==> src/rtl/clk_div_pkg.sv <==
// Shared types and helpers for the programmable clock divider.
// Latency: n/a (declarations only).
// Backpressure: n/a.
//   MIN_DIV      smallest divisor the divider accepts
//   run_state_e  enable FSM encoding
//   div_valid()  range check for a requested divisor
//   half()       floor(value/2) via shift; the high-phase length in clk cycles
package clk_div_pkg;

  localparam int unsigned MIN_DIV = 2;

  typedef enum logic [1:0] {
    IDLE,
    RUN,
    STOPPING
  } run_state_e;

  function automatic logic div_valid(input int unsigned value, input int unsigned max);
    return (value >= MIN_DIV) && (value <= max);
  endfunction

  function automatic int unsigned half(input int unsigned value);
    return value >> 1;
  endfunction

endpackage

==> src/rtl/clk_div_n_if.sv <==
// Control/status bundle between the divider and whatever drives it.
// Latency: n/a (wires only).
// Backpressure: none; div_load is a fire-and-forget strobe, err reports rejects.
//   master: drives en, div, div_load; observes clk_out, rise_tick, cur_div, err
//   slave : the divider itself
// MAX_DIV must match the divider's MAX_DIV so the divisor widths line up.
interface clk_div_n_if #(
  parameter int MAX_DIV = 16
);
  localparam int W = $clog2(MAX_DIV + 1);

  logic         en;
  logic [W-1:0] div;
  logic         div_load;
  logic         clk_out;
  logic         rise_tick;
  logic [W-1:0] cur_div;
  logic         err;

  modport master (
    output en, div, div_load,
    input  clk_out, rise_tick, cur_div, err
  );

  modport slave (
    input  en, div, div_load,
    output clk_out, rise_tick, cur_div, err
  );

endinterface

==> src/rtl/half_cycle_ext.sv <==
// Falling-edge half-cycle extension for odd divisors; the only negedge logic.
// Latency: clk_o follows pos_i combinationally, extension lands half a clk later.
// Backpressure: none.
//   clk   in  source clock (negedge used here)
//   reset in  synchronous active-high, sampled on negedge
//   pos_i in  posedge-registered high phase
//   odd_i in  current divisor is odd (registered, changes only on posedge)
//   clk_o out divided clock
module half_cycle_ext (
  input  logic clk,
  input  logic reset,
  input  logic pos_i,
  input  logic odd_i,
  output logic clk_o
);

  logic neg_q;

  // Gating with odd_i at capture keeps neg_q at 0 for even divisors, so the
  // output is always a plain OR of two flops with no select mux to glitch.
  always_ff @(negedge clk) begin
    if (reset) begin
      neg_q <= 1'b0;
    end else begin
      neg_q <= pos_i & odd_i;
    end
  end

  assign clk_o = pos_i | neg_q;

endmodule

==> src/rtl/clk_div_n.sv <==
// Programmable divide-by-N clock generator, 50% duty for even and odd N.
// Latency: clk_out rises on the posedge that samples en while idle; divisor loads apply at the next period boundary.
// Backpressure: none; invalid loads are dropped and flagged with a one-cycle err pulse.
//   clk, reset : source clock (both edges), synchronous active-high reset
//   bus.en      run request; a stop lets the current period finish
//   bus.div / bus.div_load : divisor request and capture strobe
//   bus.clk_out : divided clock      bus.rise_tick : clk-domain strobe at each rise
//   bus.cur_div : divisor in effect  bus.err       : rejected-load pulse
module clk_div_n
  import clk_div_pkg::*;
#(
  parameter int MAX_DIV     = 16,
  parameter int DEFAULT_DIV = 3   // must lie in [MIN_DIV, MAX_DIV]
) (
  input  logic        clk,
  input  logic        reset,
  clk_div_n_if.slave  bus
);

  localparam int W = $clog2(MAX_DIV + 1);
  localparam logic [W-1:0] DEF_DIV = W'(DEFAULT_DIV);

  run_state_e   state_q, state_d;
  logic [W-1:0] cnt_q, cnt_d;
  logic [W-1:0] cur_div_q, cur_div_d;
  logic [W-1:0] pend_div_q, pend_div_d;
  logic         pend_valid_q, pend_valid_d;
  logic         pos_q, pos_d;
  logic         rise_tick_q, rise_tick_d;
  logic         err_q, err_d;

  logic running;
  logic running_d;
  logic wrap;
  logic boundary;
  logic div_ok;

  assign running  = (state_q != IDLE);
  assign wrap     = running && (cnt_q == cur_div_q - W'(1));
  // A period boundary is the wrap edge, or any edge while nothing is being emitted.
  assign boundary = wrap || !running;
  assign div_ok   = div_valid(32'(bus.div), MAX_DIV);

  always_comb begin
    state_d      = state_q;
    cur_div_d    = cur_div_q;
    pend_div_d   = pend_div_q;
    pend_valid_d = pend_valid_q;
    err_d        = bus.div_load && !div_ok;

    // Retire the pending divisor first; a load in the same cycle re-arms it,
    // so that new value waits for the following boundary.
    if (boundary && pend_valid_q) begin
      cur_div_d    = pend_div_q;
      pend_valid_d = 1'b0;
    end
    if (bus.div_load && div_ok) begin
      pend_div_d   = bus.div;
      pend_valid_d = 1'b1;
    end

    // STOPPING only remembers that en dropped; the period still runs to the wrap.
    unique case (state_q)
      IDLE: begin
        if (bus.en) state_d = RUN;
      end
      RUN, STOPPING: begin
        if (wrap) state_d = bus.en ? RUN : IDLE;
        else      state_d = bus.en ? RUN : STOPPING;
      end
      default: state_d = IDLE;
    endcase

    running_d = (state_d != IDLE);
    cnt_d     = (running && !wrap) ? cnt_q + W'(1) : '0;

    // The high phase uses the divisor of the period being entered, so a
    // change at the wrap edge shapes the whole new period consistently.
    pos_d       = running_d && (cnt_d < W'(half(32'(cur_div_d))));
    rise_tick_d = running_d && (cnt_d == '0);
  end

  always_ff @(posedge clk) begin
    if (reset) begin
      state_q      <= IDLE;
      cnt_q        <= '0;
      cur_div_q    <= DEF_DIV;
      pend_div_q   <= DEF_DIV;
      pend_valid_q <= 1'b0;
      pos_q        <= 1'b0;
      rise_tick_q  <= 1'b0;
      err_q        <= 1'b0;
    end else begin
      state_q      <= state_d;
      cnt_q        <= cnt_d;
      cur_div_q    <= cur_div_d;
      pend_div_q   <= pend_div_d;
      pend_valid_q <= pend_valid_d;
      pos_q        <= pos_d;
      rise_tick_q  <= rise_tick_d;
      err_q        <= err_d;
    end
  end

  half_cycle_ext u_half_cycle_ext (
    .clk   (clk),
    .reset (reset),
    .pos_i (pos_q),
    .odd_i (cur_div_q[0]),
    .clk_o (bus.clk_out)
  );

  assign bus.rise_tick = rise_tick_q;
  assign bus.cur_div   = cur_div_q;
  assign bus.err       = err_q;

endmodule
==> src/flat_wrapper.sv <==
// flat-port wrapper written by rule: the top's interface ports become plain ports
module clk_div_n_flat import clk_div_pkg::*;
#(
  parameter int MAX_DIV     = 16,
  parameter int DEFAULT_DIV = 3                                    
)
  (clk, reset, bus_en, bus_div, bus_div_load, bus_clk_out, bus_rise_tick, bus_cur_div, bus_err);
  clk_div_n_if #(.MAX_DIV(MAX_DIV)) bus_i ();
  input  logic clk;
  input  logic reset;
  input wire logic [$bits(bus_i.en)-1:0] bus_en;
  input wire logic [$bits(bus_i.div)-1:0] bus_div;
  input wire logic [$bits(bus_i.div_load)-1:0] bus_div_load;
  output wire logic [$bits(bus_i.clk_out)-1:0] bus_clk_out;
  output wire logic [$bits(bus_i.rise_tick)-1:0] bus_rise_tick;
  output wire logic [$bits(bus_i.cur_div)-1:0] bus_cur_div;
  output wire logic [$bits(bus_i.err)-1:0] bus_err;
  assign bus_i.en = bus_en;
  assign bus_i.div = bus_div;
  assign bus_i.div_load = bus_div_load;
  assign bus_clk_out = bus_i.clk_out;
  assign bus_rise_tick = bus_i.rise_tick;
  assign bus_cur_div = bus_i.cur_div;
  assign bus_err = bus_i.err;
  clk_div_n #(.MAX_DIV(MAX_DIV), .DEFAULT_DIV(DEFAULT_DIV)) u_core (.clk(clk), .reset(reset), .bus(bus_i));
endmodule
==> config.mk <==
export PLATFORM = sky130hd
export DESIGN_NAME = clk_div_n_flat
export DESIGN_NICKNAME = d
export VERILOG_FILES = /design/src/rtl/clk_div_pkg.sv /design/src/rtl/clk_div_n_if.sv /design/src/rtl/half_cycle_ext.sv /design/src/rtl/clk_div_n.sv /design/src/flat_wrapper.sv
export SDC_FILE = /design/constraint.sdc
export NUM_CORES = 1
export LEC_CHECK = 0
export ABC_AREA = 0
export CORE_AREA = 2 2 51 53
export DETAILED_ROUTE_END_ITERATION = 6
export DIE_AREA = 0 0 53 55
export PLACE_DENSITY = 0.74
export RECOVER_POWER = 25
export SLEW_MARGIN = 25
export SYNTH_ARGS = -nofsm -noshare
export SYNTH_HDL_FRONTEND = slang
export SYNTH_SLANG_ARGS = --single-unit
==> constraint.sdc <==
create_clock -name clk -period 3.4 [get_ports clk]
set_input_delay 0.68 -clock clk [delete_from_list [all_inputs] [get_ports clk]]
set_output_delay 0.68 -clock clk [all_outputs]
set_load 0.05 [all_outputs]
==> results of run 1 <==
sequential cells by signal, summed over array words and instances, names as in the netlist:
register                       count
u_core.bus.cur_div                 5
u_core.bus.err                     1
u_core.bus.rise_tick               1
u_core.cnt_q                       5
u_core.pend_div_q                  5
u_core.pend_valid_q                1
u_core.pos_q                       1
u_core.state_q                     2
u_core.u_half_cycle_ext.neg_q      1
cell families after synthesis:
group,Yosys count
DFF,22
AOI/OAI and AO/OA,26
buffers and inverters,15
and+or+nand+nor,43
xor gates and xnor gates,9
adders and majority gates,7
muxes,7
per-layer routing:
| layer | GRT usage | routed length [um] | part of all wire | up-vias |
|---|---|---|---|---|
| li1 | - | - | - | 482 |
| met1 | 0.203 | 1010 | 0.43 | 459 |
| met2 | 0.340 | 1180 | 0.51 | 27 |
| met3 | 0.0188 | 93 | 0.040 | 6 |
| met4 | 0.0897 | 53 | 0.023 | 0 |
| met5 | 0 | 0 | 0 | - |
area by class of cell:
type / count / area (um^2) / area share
well taps: 30 / 37.5 / 0.0271
clock buffers: 4 / 36.3 / 0.0262
inverters: 7 / 26.3 / 0.0190
multi-input cells: 92 / 646 / 0.466
clock inverters: 1 / 3.75 / 0.00271
flip-flops and latches: 22 / 442 / 0.319
repair buffers: 20 / 195 / 0.141
synthesized netlist by cell type, types with 2 or more instances:
cell,instances,area (um^2)
o21ai_1,2,10.0
a21o_1,2,15.0
clkbuf_1,4,15.0
nand3_1,5,25.0
buf_4,2,15.0
and3_1,2,12.5
a21oi_1,3,15.0
nand2_1,6,22.5
o21a_1,3,22.5
dfxtp_1,22,440
nor3_1,6,30.0
nor2b_1,2,12.5
ha_1,7,87.6
o211ai_1,4,30.0
xnor2_1,6,52.6
xor2_1,3,26.3
o21ai_0,3,15.0
inv_1,8,30.0
nor2_1,13,48.8
mux2i_1,7,70.1
final timing paths:
path	from	end	depth (start not counted)
setup / recovery	u_core.u_half_cycle_ext.neg_q	bus_clk_out	2
hold / removal	u_core.pend_div_q[0]	u_core.bus.cur_div[0]	2
setup reg to reg	u_core.bus.cur_div[0]	u_core.pos_q	11
hold reg to reg	u_core.pend_div_q[0]	u_core.bus.cur_div[0]	2
stage by stage:
| stage | power [mW] | hold WS (ns) |
|---|---|---|
| global placement | 0.492 | 0.462 |
| detailed placement | 0.497 | 0.477 |
| floorplan | 0.441 | 0.440 |
| CTS | 0.646 | 0.503 |
| global route | 0.673 | 0.521 |
| finish | 0.636 | 0.497 |
cell usage in the layout (no fill, tap or decap), types with 3 or more instances in the layout:
cell type / n
clkbuf_4: 3
nand2_1: 6
buf_4: 4
o21a_1: 3
inv_1: 8
nand3_1: 5
xnor2_1: 6
nor3_1: 6
nor2_1: 13
ha_1: 7
o21ai_0: 3
clkdlybuf4s50_1: 13
a21oi_1: 3
xor2_1: 3
o211ai_1: 4
mux2i_1: 7
dfxtp_1: 21
where the power goes:
part | total (mW) | internal (mW) | switching [mW]
combinational | 0.199 | 0.0874 | 0.112
sequential | 0.294 | 0.278 | 0.0151
clock | 0.143 | 0.0669 | 0.0761
worst min-delay path, stage by stage, from the launching register on:
cell and delay [ns]:
dfxtp_1 0.34, nand2_1 0.06, o211ai_1 0.07
==> flow_metrics.tcl, run 1 <==
set metrics [dict create \
    grt_pass1_wl_mm 3.79 \
    area_growth_pct 18.2 \
    synth_nets 145 \
    worst_pin_slew_ns 0.505 \
    leakage_nw 0.604 \
    cts_tree "yes" \
    relSlewSlack 0.662 \
    overflow 0 \
    htreeDepth 1 \
    drt_iter0_drc 19 \
    die_h_um 55 \
    syn_avg_cell_area_um2 9.09 \
    post_drt_wl_per_cell_um 13.3 \
    async_reset_ff_frac 0 \
    crit_family "flip-flops" \
    cts_buffers 3 \
    outcome "complete, but fails checks" \
    setup_viol 1 \
    endpoint_kind "output pin" \
    synth.area.mux_share 0.0598 \
    grt_antenna_before_repair 0 \
    power_density_nw_per_um2 459 \
    synth_edf_count 0 \
    post-route-worst-setup-slack_ns -0.00177 \
    drive_above_1_share 0.0959 \
    dp_cells 172 \
    synthXorXnorAreaFrac 0.0672 \
    place_area_um2 1360 \
    rsz0062_at_grt "yes" \
    final_cells 176 \
    tns_ns -0.00177 \
    start_util 0.496 \
    dieArea_um2 2920 \
    r2r_setup_slack_ns 0.20 \
    worstPathCellList "or2_4 > buf_8" \
    fin_area_um2 1390 \
    netlist_instances 129 \
    cp_num_buf_inv 1 \
    via_per_inst 5.53 \
    cpMaxStageDelayCell "dfxtp_1" \
    grt_pass1_vias 916 \
    cts_root_buffer "clkbuf_4" \
    netlist-cell-type-count 39 \
    wl_mm 2.34 \
    path_clk_slew_ns 0.11 \
    fillCellCount 221 \
    cp-start-kind "register" \
    n_antenna_cell 0 \
    ys_ff_latch 22 \
    io_buffer_count 16 \
    rows 18 \
    synth_top_family_by_area "simple AND/OR/NAND/NOR gates" \
    cts_sinks 22 \
    slowest_delay_ns 0.29 \
    arrival_ns 2.72 \
    nNetsFinal 163 \
    ant_nets 0 \
    ioPinCount 17 \
    ys_seq_area_frac 0.376 \
    post_cts_resized 3 \
    skew_ns 0.0544 \
    dp_hpwl_mm 1.93 \
    post_cts_buffers 0 \
    crit_type "register to output pin" \
    synth_adder_area_share 0.0747 \
    violations "negative setup slack" \
    die_w_um 53 \
    irDropWorstVdd_uv 297 \
    slew_viol_final 0 \
    clk_path_buf_depth 2 \
    synth-compound-area-share 0.174 \
    synthSimpleGateAreaFrac 0.188 \
    firstDrtPassIters 5 \
    cp.required_ns 2.72 \
    netlist_area_um2 1170 \
    grt_max_degree 16 \
    pre_cts_ws_ns 0.205 \
    route.vias.total 974 \
    crit_path_max_fanout 1 \
    drv_cap 0 \
    utilization 0.586 \
    clock_latency_ns 0.35 \
    drc 0 \
    postCtsHoldBufs 0 \
    gp_congestion 0.792 \
    hold_viol 0 \
    hold_class "register to register" \
    synth_top_flop_cell "dfxtp_1" \
    synth_warnings 0 \
    core_area_um2 2360 \
    grt.total_usage 0.181 \
]
Note: power is estimated with default switching activity, not from simulation.
==> run 2: changes to the inputs <==
- ABC_CLOCK_PERIOD_IN_PS: not set -> 3400
==> results of run 2 <==
Final layout, timing and power as in run 1 (identical DEF).
